===== src/rtl/atid_pool_allocator_if.sv =====
// Request/grant and release bus of the ATID pool allocator.
// The master drives requests and releases; the allocator is the slave.
interface atid_pool_allocator_if #(
  parameter int ID_W   = 8,
  parameter int NUM_CH = 4
);
  logic [NUM_CH-1:0] req_valid;
  logic [NUM_CH-1:0] req_ready;
  logic [ID_W-1:0]   alloc_id;
  logic              rel_valid;
  logic [ID_W-1:0]   rel_id;
  logic              rel_err;
  logic              pool_empty;
  logic [ID_W:0]     free_count;

  modport master (
    output req_valid, rel_valid, rel_id,
    input  req_ready, alloc_id, rel_err, pool_empty, free_count
  );

  modport slave (
    input  req_valid, rel_valid, rel_id,
    output req_ready, alloc_id, rel_err, pool_empty, free_count
  );
endinterface


===== src/rtl/atid_pool_allocator.sv =====
// ATB trace-ID pool: in-use bitmap, scanning pointer, round-robin grant to
// NUM_CH requesters, and checked release of IDs back to the pool.
module atid_pool_allocator #(
  parameter int ID_W   = 8,
  parameter int NUM_CH = 4,
  parameter int RSV_LO = 'h70,
  parameter int RSV_HI = 'h7F
) (
  input  logic                  clk,
  input  logic                  reset,
  atid_pool_allocator_if.slave  bus
);
  localparam int NID    = 2 ** ID_W;
  localparam int NVALID = NID - 1 - (RSV_HI - RSV_LO + 1);
  localparam int CH_W   = (NUM_CH > 1) ? $clog2(NUM_CH) : 1;

  typedef enum logic [1:0] {ST_SCAN, ST_READY, ST_FULL} state_t;

  state_t            state_q, state_d;
  logic [NID-1:0]    used_q, used_d;
  logic [ID_W-1:0]   ptr_q, ptr_d;
  logic [ID_W-1:0]   cand_id_q, cand_id_d;
  logic [CH_W-1:0]   last_gnt_q, last_gnt_d;
  logic [ID_W:0]     free_count_q, free_count_d;
  logic              rel_err_q, rel_err_d;

  logic [NID-1:0]    alloc_mask;
  logic [NUM_CH-1:0] gnt;
  logic [CH_W-1:0]   gnt_idx;
  logic              gnt_any;
  logic              rel_legal;

  // Constant mask of IDs that may ever be handed out.
  for (genvar gi = 0; gi < NID; gi++) begin : g_mask
    assign alloc_mask[gi] = (gi != 0) && !((gi >= RSV_LO) && (gi <= RSV_HI));
  end

  function automatic logic [ID_W-1:0] next_id(input logic [ID_W-1:0] x);
    if (x == ID_W'(RSV_LO - 1))
      return ID_W'(RSV_HI + 1);
    else if (x == {ID_W{1'b1}})
      return ID_W'(1);
    else
      return x + ID_W'(1);
  endfunction

  assign rel_legal = bus.rel_valid && alloc_mask[bus.rel_id] && used_q[bus.rel_id];

  // Round-robin search starts just past the last granted channel.
  always_comb begin
    logic [CH_W-1:0] idx;
    gnt     = '0;
    gnt_idx = last_gnt_q;
    gnt_any = 1'b0;
    idx     = '0;
    if (state_q == ST_READY) begin
      for (int i = 1; i <= NUM_CH; i++) begin
        idx = CH_W'((int'(last_gnt_q) + i) % NUM_CH);
        if (!gnt_any && bus.req_valid[idx]) begin
          gnt_any  = 1'b1;
          gnt[idx] = 1'b1;
          gnt_idx  = idx;
        end
      end
    end
  end

  always_comb begin
    state_d      = state_q;
    used_d       = used_q;
    ptr_d        = ptr_q;
    cand_id_d    = cand_id_q;
    last_gnt_d   = last_gnt_q;
    free_count_d = free_count_q;
    rel_err_d    = bus.rel_valid && !rel_legal;

    case (state_q)
      ST_SCAN: begin
        if ((free_count_q == '0) && !rel_legal) begin
          state_d = ST_FULL;
        end else if (!used_q[ptr_q]) begin
          cand_id_d = ptr_q;
          state_d   = ST_READY;
        end else begin
          ptr_d = next_id(ptr_q);
        end
      end
      ST_READY: begin
        if (gnt_any) begin
          used_d[cand_id_q] = 1'b1;
          last_gnt_d        = gnt_idx;
          ptr_d             = next_id(cand_id_q);
          state_d           = ST_SCAN;
        end
      end
      ST_FULL: begin
        if (rel_legal) begin
          ptr_d   = bus.rel_id;
          state_d = ST_SCAN;
        end
      end
      default: state_d = ST_SCAN;
    endcase

    // cand_id is never in use, so a grant and a release never hit the same bit.
    if (rel_legal)
      used_d[bus.rel_id] = 1'b0;

    if (rel_legal && !gnt_any)
      free_count_d = free_count_q + (ID_W+1)'(1);
    else if (!rel_legal && gnt_any)
      free_count_d = free_count_q - (ID_W+1)'(1);
  end

  always_ff @(posedge clk or posedge reset) begin
    if (reset) begin
      state_q      <= ST_SCAN;
      used_q       <= '0;
      ptr_q        <= ID_W'(1);
      cand_id_q    <= '0;
      last_gnt_q   <= CH_W'(NUM_CH - 1);
      free_count_q <= (ID_W+1)'(NVALID);
      rel_err_q    <= 1'b0;
    end else begin
      state_q      <= state_d;
      used_q       <= used_d;
      ptr_q        <= ptr_d;
      cand_id_q    <= cand_id_d;
      last_gnt_q   <= last_gnt_d;
      free_count_q <= free_count_d;
      rel_err_q    <= rel_err_d;
    end
  end

  assign bus.req_ready  = gnt;
  assign bus.alloc_id   = (state_q == ST_READY) ? cand_id_q : '0;
  assign bus.pool_empty = (state_q == ST_FULL);
  assign bus.free_count = free_count_q;
  assign bus.rel_err    = rel_err_q;
endmodule


===== src/flat_wrapper.sv =====
// flat-port wrapper written by rule: the top's interface ports become plain ports
module atid_pool_allocator_flat 
#(
  parameter int ID_W   = 8,
  parameter int NUM_CH = 4,
  parameter int RSV_LO = 'h70,
  parameter int RSV_HI = 'h7F
)
  (clk, reset, bus_req_valid, bus_rel_valid, bus_rel_id, bus_req_ready, bus_alloc_id, bus_rel_err, bus_pool_empty, bus_free_count);
  atid_pool_allocator_if #(.ID_W(ID_W), .NUM_CH(NUM_CH)) bus_i ();
  input  logic clk;
  input  logic reset;
  input wire logic [$bits(bus_i.req_valid)-1:0] bus_req_valid;
  input wire logic [$bits(bus_i.rel_valid)-1:0] bus_rel_valid;
  input wire logic [$bits(bus_i.rel_id)-1:0] bus_rel_id;
  output wire logic [$bits(bus_i.req_ready)-1:0] bus_req_ready;
  output wire logic [$bits(bus_i.alloc_id)-1:0] bus_alloc_id;
  output wire logic [$bits(bus_i.rel_err)-1:0] bus_rel_err;
  output wire logic [$bits(bus_i.pool_empty)-1:0] bus_pool_empty;
  output wire logic [$bits(bus_i.free_count)-1:0] bus_free_count;
  assign bus_i.req_valid = bus_req_valid;
  assign bus_i.rel_valid = bus_rel_valid;
  assign bus_i.rel_id = bus_rel_id;
  assign bus_req_ready = bus_i.req_ready;
  assign bus_alloc_id = bus_i.alloc_id;
  assign bus_rel_err = bus_i.rel_err;
  assign bus_pool_empty = bus_i.pool_empty;
  assign bus_free_count = bus_i.free_count;
  atid_pool_allocator #(.ID_W(ID_W), .NUM_CH(NUM_CH), .RSV_LO(RSV_LO), .RSV_HI(RSV_HI)) u_core (.clk(clk), .reset(reset), .bus(bus_i));
endmodule

===== config.mk =====
export PLATFORM = sky130hd
export DESIGN_NAME = atid_pool_allocator_flat
export DESIGN_NICKNAME = d
export VERILOG_FILES = /design/src/rtl/atid_pool_allocator_if.sv /design/src/rtl/atid_pool_allocator.sv /design/src/flat_wrapper.sv
export SDC_FILE = /design/constraint.sdc
export NUM_CORES = 1
export LEC_CHECK = 0
export CORE_AREA = 10 10 231 211
export DETAILED_ROUTE_END_ITERATION = 10
export DIE_AREA = 0 0 241 221
export GPL_TIMING_DRIVEN = 0
export SLEW_MARGIN = 20
export SYNTH_ARGS = -nofsm -noshare
export SYNTH_HDL_FRONTEND = slang
export SYNTH_SLANG_ARGS = --single-unit

===== constraint.sdc =====
create_clock -name clk -period 14.6 [get_ports clk]
set_input_delay 2.92 -clock clk [delete_from_list [all_inputs] [get_ports clk]]
set_output_delay 2.92 -clock clk [all_outputs]
set_load 0.05 [all_outputs]

# Word level (Yosys, flattened, before mapping)
# Memory sizes are Yosys's and may differ from the RTL's.
# Cells that the tools add are included.
[classes]
n_addsub = 8
n_lt_le_gt_ge = 13
eq_ne = 11
n_mux = 65
bitwise = 8
reduce_logical = 29
[ops]
columns = ["operator", "n"]
rows = [
  ["256-bit two-way mux", 3],
  ["256-bit AND", 1],
  ["256-bit inverter", 1],
  ["256-bit OR", 1],
  ["8-bit two-way mux", 9],
  ["4-bit two-way mux", 8],
  ["8-bit by 9-bit < comparator with 1-bit output (second input constant)", 3],
  ["8-bit one-hot mux with 3 select lines", 1],
  ["1-bit two-way mux", 21],
  ["9-bit two-way mux", 2],
  ["8-bit by 1-bit adder with 8-bit output (second input constant)", 2],
  ["1-bit binary-select mux with 8-bit select", 2],
  ["1-bit demux with 8-bit select", 2],
  ["8-bit by 7-bit equality test with 1-bit output (second input constant)", 2],
  ["8-bit equality test (second input constant)", 2],
  ["8-bit by 1-bit >= comparator with 1-bit output (second input constant)", 2],
  ["2-bit two-way mux", 8],
  ["1-bit logical AND", 15],
  ["2-bit by 3-bit < comparator with 1-bit output (second input constant)", 4],
  ["4-bit OR", 3],
  ["9-bit by 1-bit adder with 9-bit output (second input constant)", 1],
  ["9-bit logical NOT", 1],
  ["3-bit AND reduction", 3],
  ["9-bit by 1-bit subtractor with 9-bit output (second input constant)", 1],
  ["other kinds (18)", 36],
]
[word_totals]
ff_bits = 286
rom_bits = 256
input_bits = 15
word_cells = 142
mem_count = 1
[mem_list]
columns = ["memory", "depth", "word_bits", "read_ports", "rd_ports_with_merged_regs", "write_ports", "line_no", "text"]
rows = [
  ["(name not given)", 256, 1, 1, 0, 0, "atid_pool_allocator.sv:47", "assign rel_legal = bus.rel_valid && alloc_mask[bus.rel_id] && used_q[bus.rel_id];"],
]

# Depth between registers and ports, before layout
# Gate-level depths: netlist (run 1).
[logic_depth]
depth_word = 21
mapped_depth = 23

# Worst setup path before layout (run 1)
# Ideal clock, no wire load.
[synth_timing]
path_kind = "in2out"
from = "in bus_req_valid[1]"
to = "out bus_req_ready[0]"
t_arrival_ns = 4.983
setup_slack_ns = 6.697
stages = 7
path_buffers = 1
path_cell_list = "clkbuf_1 > mux4_2 > a211oi_1 > a22oi_1 > nor2_1 > a221oi_1 > nor2b_1"
[synth_between]
elab_chain_cells = 16
word_cells_on_any_way = 31
classes_between = "22 x mux; 3 x bitwise; 6 x reduce/logical"
[synth_rtl]
columns = ["item", "line_no", "text"]
rows = [
  ["from (decl)", "flat_wrapper.sv:13", "input wire logic [$bits(bus_i.req_valid)-1:0] bus_req_valid;"],
  ["1-bit binary-select mux with 2-bit select", "atid_pool_allocator.sv:59", "if (!gnt_any && bus.req_valid[idx]) begin"],
  ["1-bit two-way mux (not written as such)", "atid_pool_allocator.sv:59", ""],
  ["1-bit two-way mux", "atid_pool_allocator.sv:59", ""],
  ["1-bit two-way mux", "atid_pool_allocator.sv:56", "if (state_q == ST_READY) begin"],
  ["1-bit logical NOT", "atid_pool_allocator.sv:59", ""],
  ["1-bit logical AND", "atid_pool_allocator.sv:59", ""],
  ["1-bit two-way mux", "atid_pool_allocator.sv:59", ""],
  ["1-bit two-way mux", "atid_pool_allocator.sv:56", ""],
  ["1-bit logical NOT", "atid_pool_allocator.sv:59", ""],
  ["1-bit logical AND", "atid_pool_allocator.sv:59", ""],
  ["1-bit two-way mux", "atid_pool_allocator.sv:59", ""],
  ["1-bit two-way mux", "atid_pool_allocator.sv:56", ""],
  ["1-bit logical NOT", "atid_pool_allocator.sv:59", ""],
  ["1-bit logical AND", "atid_pool_allocator.sv:59", ""],
  ["4-bit two-way mux *", "atid_pool_allocator.sv:59", ""],
  ["4-bit two-way mux *", "atid_pool_allocator.sv:56", ""],
  ["to (decl)", "flat_wrapper.sv:16", "output wire logic [$bits(bus_i.req_ready)-1:0] bus_req_ready;"],
]
# Every way passes the cells marked *; elsewhere a longest branch is shown, timed or not. The select of a mux whose other input is x is not followed.

# Worst setup path in the final report (run 1)
[layout_timing]
from = "in bus_rel_id[2]"
to = "reg u_core.free_count_q[8] (netlist: u_core.bus.free_count[8])"
[layout_between]
elab_chain_cells = 7
word_cells_on_any_way = 11
classes_between = "4 x mux; 6 x reduce/logical; 1 x memory"
[layout_rtl]
columns = ["item", "line_no", "text"]
rows = [
  ["from (decl)", "flat_wrapper.sv:15", "input wire logic [$bits(bus_i.rel_id)-1:0] bus_rel_id;"],
  ["memory 256 x 1 bit", "--", ""],
  ["1-bit two-way mux (not written as such)", "atid_pool_allocator.sv:47", ""],
  ["1-bit logical AND", "atid_pool_allocator.sv:47", ""],
  ["1-bit logical AND *", "atid_pool_allocator.sv:47", ""],
  ["1-bit logical NOT", "atid_pool_allocator.sv:111", "else if (!rel_legal && gnt_any)"],
  ["1-bit logical AND", "atid_pool_allocator.sv:111", ""],
  ["2-bit nonzero test (no source line)", "--", ""],
  ["to (signal assigned)", "atid_pool_allocator.sv:122", "free_count_q <= (ID_W+1)'(NVALID);"],
  ["to (signal assigned)", "atid_pool_allocator.sv:130", "free_count_q <= free_count_d;"],
  ["to (decl)", "atid_pool_allocator.sv:24", "logic [ID_W:0] free_count_q, free_count_d;"],
]
# Marks and branches as above.
# A chain may end at the register's enable or synchronous reset.

==> out/results.txt, run 1 <==
Switch Pwr = 1.70 mW
Synth cell types = 76
First-pass GRT wire length = 114 mm
Global route overflow = 0
RSZ-0062 raised after global routing = no
Pleak = 8.71 nW
Resized cells post-CTS = 0
WP data required = 15020 ps
Adder-cell share of the synthesized area = 0.0206
Peak VDD IR = 90.0 uV
P_int = 2.17 mW
Final period util = 0.608
Outcome = complete, no violations
WS Path Type = input pin to register
Fmax = 113 MHz
Fillers = 4185
CTS tree = built
Total number of vias = 16600
Drt wl/cell = 33.4 um
Logic pwr share = 0.463
Initial antenna violation count = 2
Worst slew margin relative to its limit = 0.121
Hold Fails Final Rpt = 0
Setup-failing EPs final = 0
Hold buffers post-CTS = 0
Fin util = 0.451
Worst slack at placement = 5650 ps
Vias per cell = 6.98
IO Count = 38
Part of the Yosys area used for sequential elements = 0.413
Worst Skew = 21.0 ps
Max-cap viol count = 0
Ys async rst share = 1.00
Die height = 221 um
Syn_nets = 1760
Sw frac = 0.439
Multi-input gate area = 9320 um^2
Measured slew at the worst slew-check pin = 1320 ps
DRC Markers = 0
Top cells by area, synth = dfrtp_1, a21oi_1, mux4_2, mux2i_1, mux4_1
Seq pwr share = 0.302
All-Layer GR Usage = 0.291
DIE WIDTH = 241 um
Critical Path AT = 9290 ps
Cells after synthesis = 1717
Yosys reg bits = 286
Insertion delay to the later sink of the worst-skew pair = 550 ps
CTS sink count = 286
DRT met1 WL = 29.8 mm
Post-CTS Repair Setup Buffers = 0
Initial core utilization = 0.396
Starting DRT DRC Count = 3141
Startpoint types = input pin
Pin count of the biggest net entering global routing = 101
Final wirelength = 79.6 mm
Power per cell area = 196 nW/um^2
Htree depth = 2
Final worst setup slack = 5730 ps
Crit. End Element = register
Die ar. = 53300 um^2
Clk slew on worst S/H paths = 60 ps
Root Driver = clkbuf_16
Cell taking the most area after synthesis = dfrtp_1
PortBufs = 29
Row cnt = 73
Placement Cell Area = 18600 um^2
CTS buffer count = 36
Area delta synth->final = 13.8%
Top-area cell type share of the netlist area = 0.398
Yosys warnings = 0
Met3 WL = 12.0 mm
Top-count cell post-synth = a21oi_1
Synthesized area per cell = 10.1 um^2
Vias in the first global route = 15800
Fin area = 19800 um^2
Synth Cell Area = 17400 um^2
Final Critical Period = 8870 ps
Worst-path maximum fanout = 10
Storage cell area = 7170 um^2
Synth Area in Simple Gates = 0.0964
Antenna Nets Post-Route = 0
Final #Nets = 1836
Xor/xnor share of the synthesized area = 0.00707
Longest Clk Path Bufs = 3
Post-synth EDFFs = 0
Most used DFF post-synth = dfrtp_1
Clock power frac = 0.235
Post-DP HPWL = 54.9 mm
GPL Wtd Cong = 1.07
Share of cells above drive strength 1 = 0.141
Post-synthesis mux area share = 0.186
Compound-Gate Fraction of Synth Area = 0.221
Most frequent cells after synthesis = a21oi_1, dfrtp_1, mux2i_1, clkbuf_1, nand2_1
Initial DRT Pass Iterations = 6
Max Used Layer = met4
Core area = 43800 um^2
Type of the most critical hold path = register to register
WL met2 = 33.0 mm
Max Slew Vio Count = 0
Main combinational cell family by area after synthesis = compound AO/OA/AOI/OAI gates
-- path summary, 6_finish.rpt --
check | cells after the start | slack [ps] | start | endpoint
max | 24 | 5730 | bus_rel_id[2] | u_core.bus.free_count[8]
min | 1 | 480 | u_core.used_q[123] | u_core.used_q[123]
max reg2reg | 19 | 9390 | u_core.used_q[249] | u_core.bus.free_count[8]
min reg2reg | 1 | 480 | u_core.used_q[123] | u_core.used_q[123]
max in group asynchronous | 4 | 10610 | reset | u_core.used_q[187]
min in group asynchronous | 2 | 2770 | reset | u_core.used_q[39]
-- routing by layer --
layer	vias up	GRT usage
met1	8258	0.386
met5	-	0.00189
met4	0	0.144
li1	6591	-
met2	1461	0.406
met3	333	0.109
-- cell type report --
cell class,count,share of cell area
Buffer,152,0.0439
Sequential cell,286,0.363
Clock inverter,11,0.00545
Inverter,24,0.00494
Timing Repair Buffer,38,0.0213
Clock buffer,52,0.0538
Antenna cell,3,0.000380
Tap cell,562,0.0356
Multi-Input combinational cell,1255,0.472
-- cells in the final DEF (no fill, tap or decap), types with 15 or more instances in the layout --
master,count
a21oi_1,493
ha_1,27
mux2_2,16
a22oi_1,44
a31oi_1,22
nor2_1,57
buf_6,22
nor2b_1,17
clkbuf_16,37
nand2_1,80
mux2i_1,127
buf_2,16
mux4_2,64
clkbuf_1,95
and3_1,25
and2_1,20
inv_1,23
nand3_1,27
a21o_1,22
dfrtp_1,276
clkdlybuf4s50_1,29
nor3_1,15
o21ai_0,33
-- critical path, cell delays in order --
cell	delay, ps
clkdlybuf4s50_1	470
buf_4	280
and2_1	170
clkbuf_1	390
clkbuf_1	890
a22oi_1	160
nand2_1	200
o22ai_1	100
nor3_1	530
o31ai_2	290
a22oi_4	530
inv_1	100
ha_1	290
inv_1	260
ha_1	320
a21oi_1	130
o21ai_0	150
a21o_1	210
a21o_1	190
a21o_1	170
a21oi_1	170
xnor2_1	140
nor2_1	70
xor2_1	150
-- registers in the layout, indices dropped and copies added, names as in the netlist --
| signal | count |
|---|---|
| u_core.last_gnt_q | 2 |
| u_core.used_q | 256 |
| u_core.state_q | 2 |
| u_core.bus.free_count | 9 |
| u_core.bus.rel_err | 1 |
| u_core.ptr_q | 8 |
| u_core.cand_id_q | 8 |
-- stage by stage --
stage | hold WS, ps | power, mW | std cells | setup TNS, ps
4_1_cts | 476 | 3.78 | 2380 | 0
5_1_grt | 502 | 4.00 | 2380 | 0
3_5_place_dp | 464 | 2.88 | 2317 | 0
3_3_place_gp | 450 | 2.84 | 2308 | -27790
6_report | 481 | 3.87 | 2383 | 0
2_1_floorplan | 439 | 2.28 | 1717 | 0
-- power by group through the flow --
stage	sequential [mW]	combinational (mW)	clock (mW)
floorplan	1.16	1.12	0
global placement	1.16	1.68	0
detailed placement	1.17	1.71	0
CTS	1.16	1.72	0.908
global route	1.19	1.87	0.940
finish	1.17	1.79	0.909
-- kinds of logic (layout without fill, tap and decap cells) --
group / after synthesis / in the layout
and+or+nand+nor: 316 / 316
DFF: 286 / 286
adders and majority gates: 28 / 28
xor gates and xnor gates: 14 / 14
AOI/OAI and AO/OA: 677 / 677
other: 0 / 3
muxes: 220 / 220
buffers and inverters: 176 / 277
Note: power is estimated with default switching activity, not from simulation.
==> inputs of run 2 (changes only) <==
==> constraint.sdc (replaced) <==
create_clock -name clk -period 7.5 [get_ports clk]
set_input_delay 1.5 -clock clk [delete_from_list [all_inputs] [get_ports clk]]
set_output_delay 1.5 -clock clk [all_outputs]
set_load 0.05 [all_outputs]
==> run 2 against run 1 <==
Net effect: the flow now finishes with violations (DRC); sequential share of layout area down 0.20 points; utilization up 0.25 points; combinational power up 95%; sequential cell count unchanged; worst hold slack better by 2.0 ps; critical path type unchanged.
==> out/results.txt, run 2 (synthesis gave the netlist of run 1 again) <==
Pleak = 8.75 nW
Worst Skew = 32.1 ps
Measured slew at the worst slew-check pin = 1270 ps
Clk slew on worst S/H paths = 60 ps
Total number of vias = 16700
Worst slew margin relative to its limit = 0.154
First-pass GRT wire length = 114 mm
Hold Crit Depth = 1
Drt wl/cell = 33.6 um
Hold path start = u_core.used_q[119]
Hold Fails Final Rpt = 0
Final Critical Period = 7360 ps
CTS tree = built
Final #Nets = 1844
Initial core utilization = 0.396
IO Count = 38
R2r setup slk = 2250 ps
Htree depth = 2
Row cnt = 73
Final period util = 0.981
Critical Path AT = 7790 ps
Crit. End Element = register
Fmax = 136 MHz
Pin count of the biggest net entering global routing = 34
Power per cell area = 377 nW/um^2
Max-cap viol count = 0
Setup-failing EPs final = 0
CTS sink count = 286
WS Path Type = input pin to register
Critical Path Source = bus_rel_id[2]
Antenna Nets Post-Route = 0
WP data required = 7930 ps
GPL Wtd Cong = 1.05
Vias per cell = 6.99
Post-DP HPWL = 56.0 mm
Failing checks = DRC
Reg with most FFs = u_core.used_q
Final wirelength = 80.3 mm
Outcome = complete, but fails checks
Crit Reg-Reg Startpoint = u_core.used_q[189]
Total Neg Setup Slack = 0 ps
RSZ-0062 raised after global routing = no
Vias in the first global route = 16100
Insertion delay to the later sink of the worst-skew pair = 560 ps
Share of cells above drive strength 1 = 0.144
Worst slack at placement = -247 ps
Peak VDD IR = 164 uV
Initial antenna violation count = 2
R2R depth = 19
Final worst setup slack = 141 ps
Root Driver = clkbuf_16
Commonest non-fill, non-tap cells in the layout = a21oi_1, dfrtp_1, mux2i_1
Most common cell after layout, fill and taps aside = a21oi_1
Die height = 221 um
Longest Clk Path Bufs = 3
Core area = 43800 um^2
Startpoint types = input pin
CTS buffer count = 36
PortBufs = 29
Largest register FFs = 256
All-Layer GR Usage = 0.294
Die ar. = 53300 um^2
Global route overflow = 0
DRC Markers = 2
Initial DRT Pass Iterations = 11
DIE WIDTH = 241 um
Type of the most critical hold path = register to register
Max Slew Vio Count = 0
Worst-path maximum fanout = 10
Area delta synth->final = 14.4%
Starting DRT DRC Count = 3088
-- run 2: metal layers --
layer,global-route usage,vias up,part of all wire
met5,0.00946,-,0.00083
met4,0.178,2,0.076
met3,0.115,428,0.15
met2,0.406,1412,0.40
met1,0.379,8271,0.37
li1,-,6612,-
-- run 2: stage by stage --
step                      cells  cell area, um^2  hold slack, ps   util  power (mW)
after global placement     2308            18400             454  0.419        5.54
after detailed placement   2325            18700             466  0.427        5.61
after CTS                  2390            19800             477  0.453        7.33
after global routing       2390            19900             501  0.453        7.75
after floorplan            1717            17400             439      -        4.44
final                      2393            19900             483  0.453        7.49
-- run 2: final cells by class --
cell class	instances	area, um^2
Timing Repair Buffer	46	549
Buffer	152	867
Inverter	24	93.8
Multi-Input combinational cell	1255	9340
Sequential cell	286	7170
Clock inverter	6	37.5
Tap cell	562	703
Clock buffer	59	1100
Antenna cell	3	7.51
Fill cell	4120	24000
-- run 2: critical path, stage by stage --
cell and delay, ps:
clkdlybuf4s50_1 470, nor2b_1 120, clkbuf_1 690, clkbuf_1 840, a22oi_1 240, nand2_1 220, o22ai_1 110, nor3_1 460
o31ai_4 220, a22oi_4 480, inv_1 100, ha_1 290, inv_1 270, ha_1 330, a21oi_1 160, o21ai_0 170
a21o_1 210, a21o_1 200, a21o_1 180, a21oi_1 180, xnor2_1 140, nor2_1 70, xor2_1 140
-- run 2: what timing repair did --
| action | CTS | global route |
|---|---|---|
| setup endpoints to repair | 0 | 1 |
| hold buffers | 0 | 0 |
| resized for setup | 0 | 7 |
| buffers inserted | 0 | 0 |
-- run 2: power by group --
group          total [mW]  switching (mW)  internal [mW]
Clock                1.73           0.729           1.00
Combinational        3.49            2.24           1.25
Sequential           2.27           0.331           1.94
Total                7.49            3.30           4.19
-- run 2: path summary, 6_finish.rpt --
check	endpoint
max	u_core.bus.free_count[8]
min	u_core.used_q[119]
max reg2reg	u_core.bus.free_count[8]
min reg2reg	u_core.used_q[119]
max in group asynchronous	u_core.used_q[213]
min in group asynchronous	u_core.cand_id_q[7]
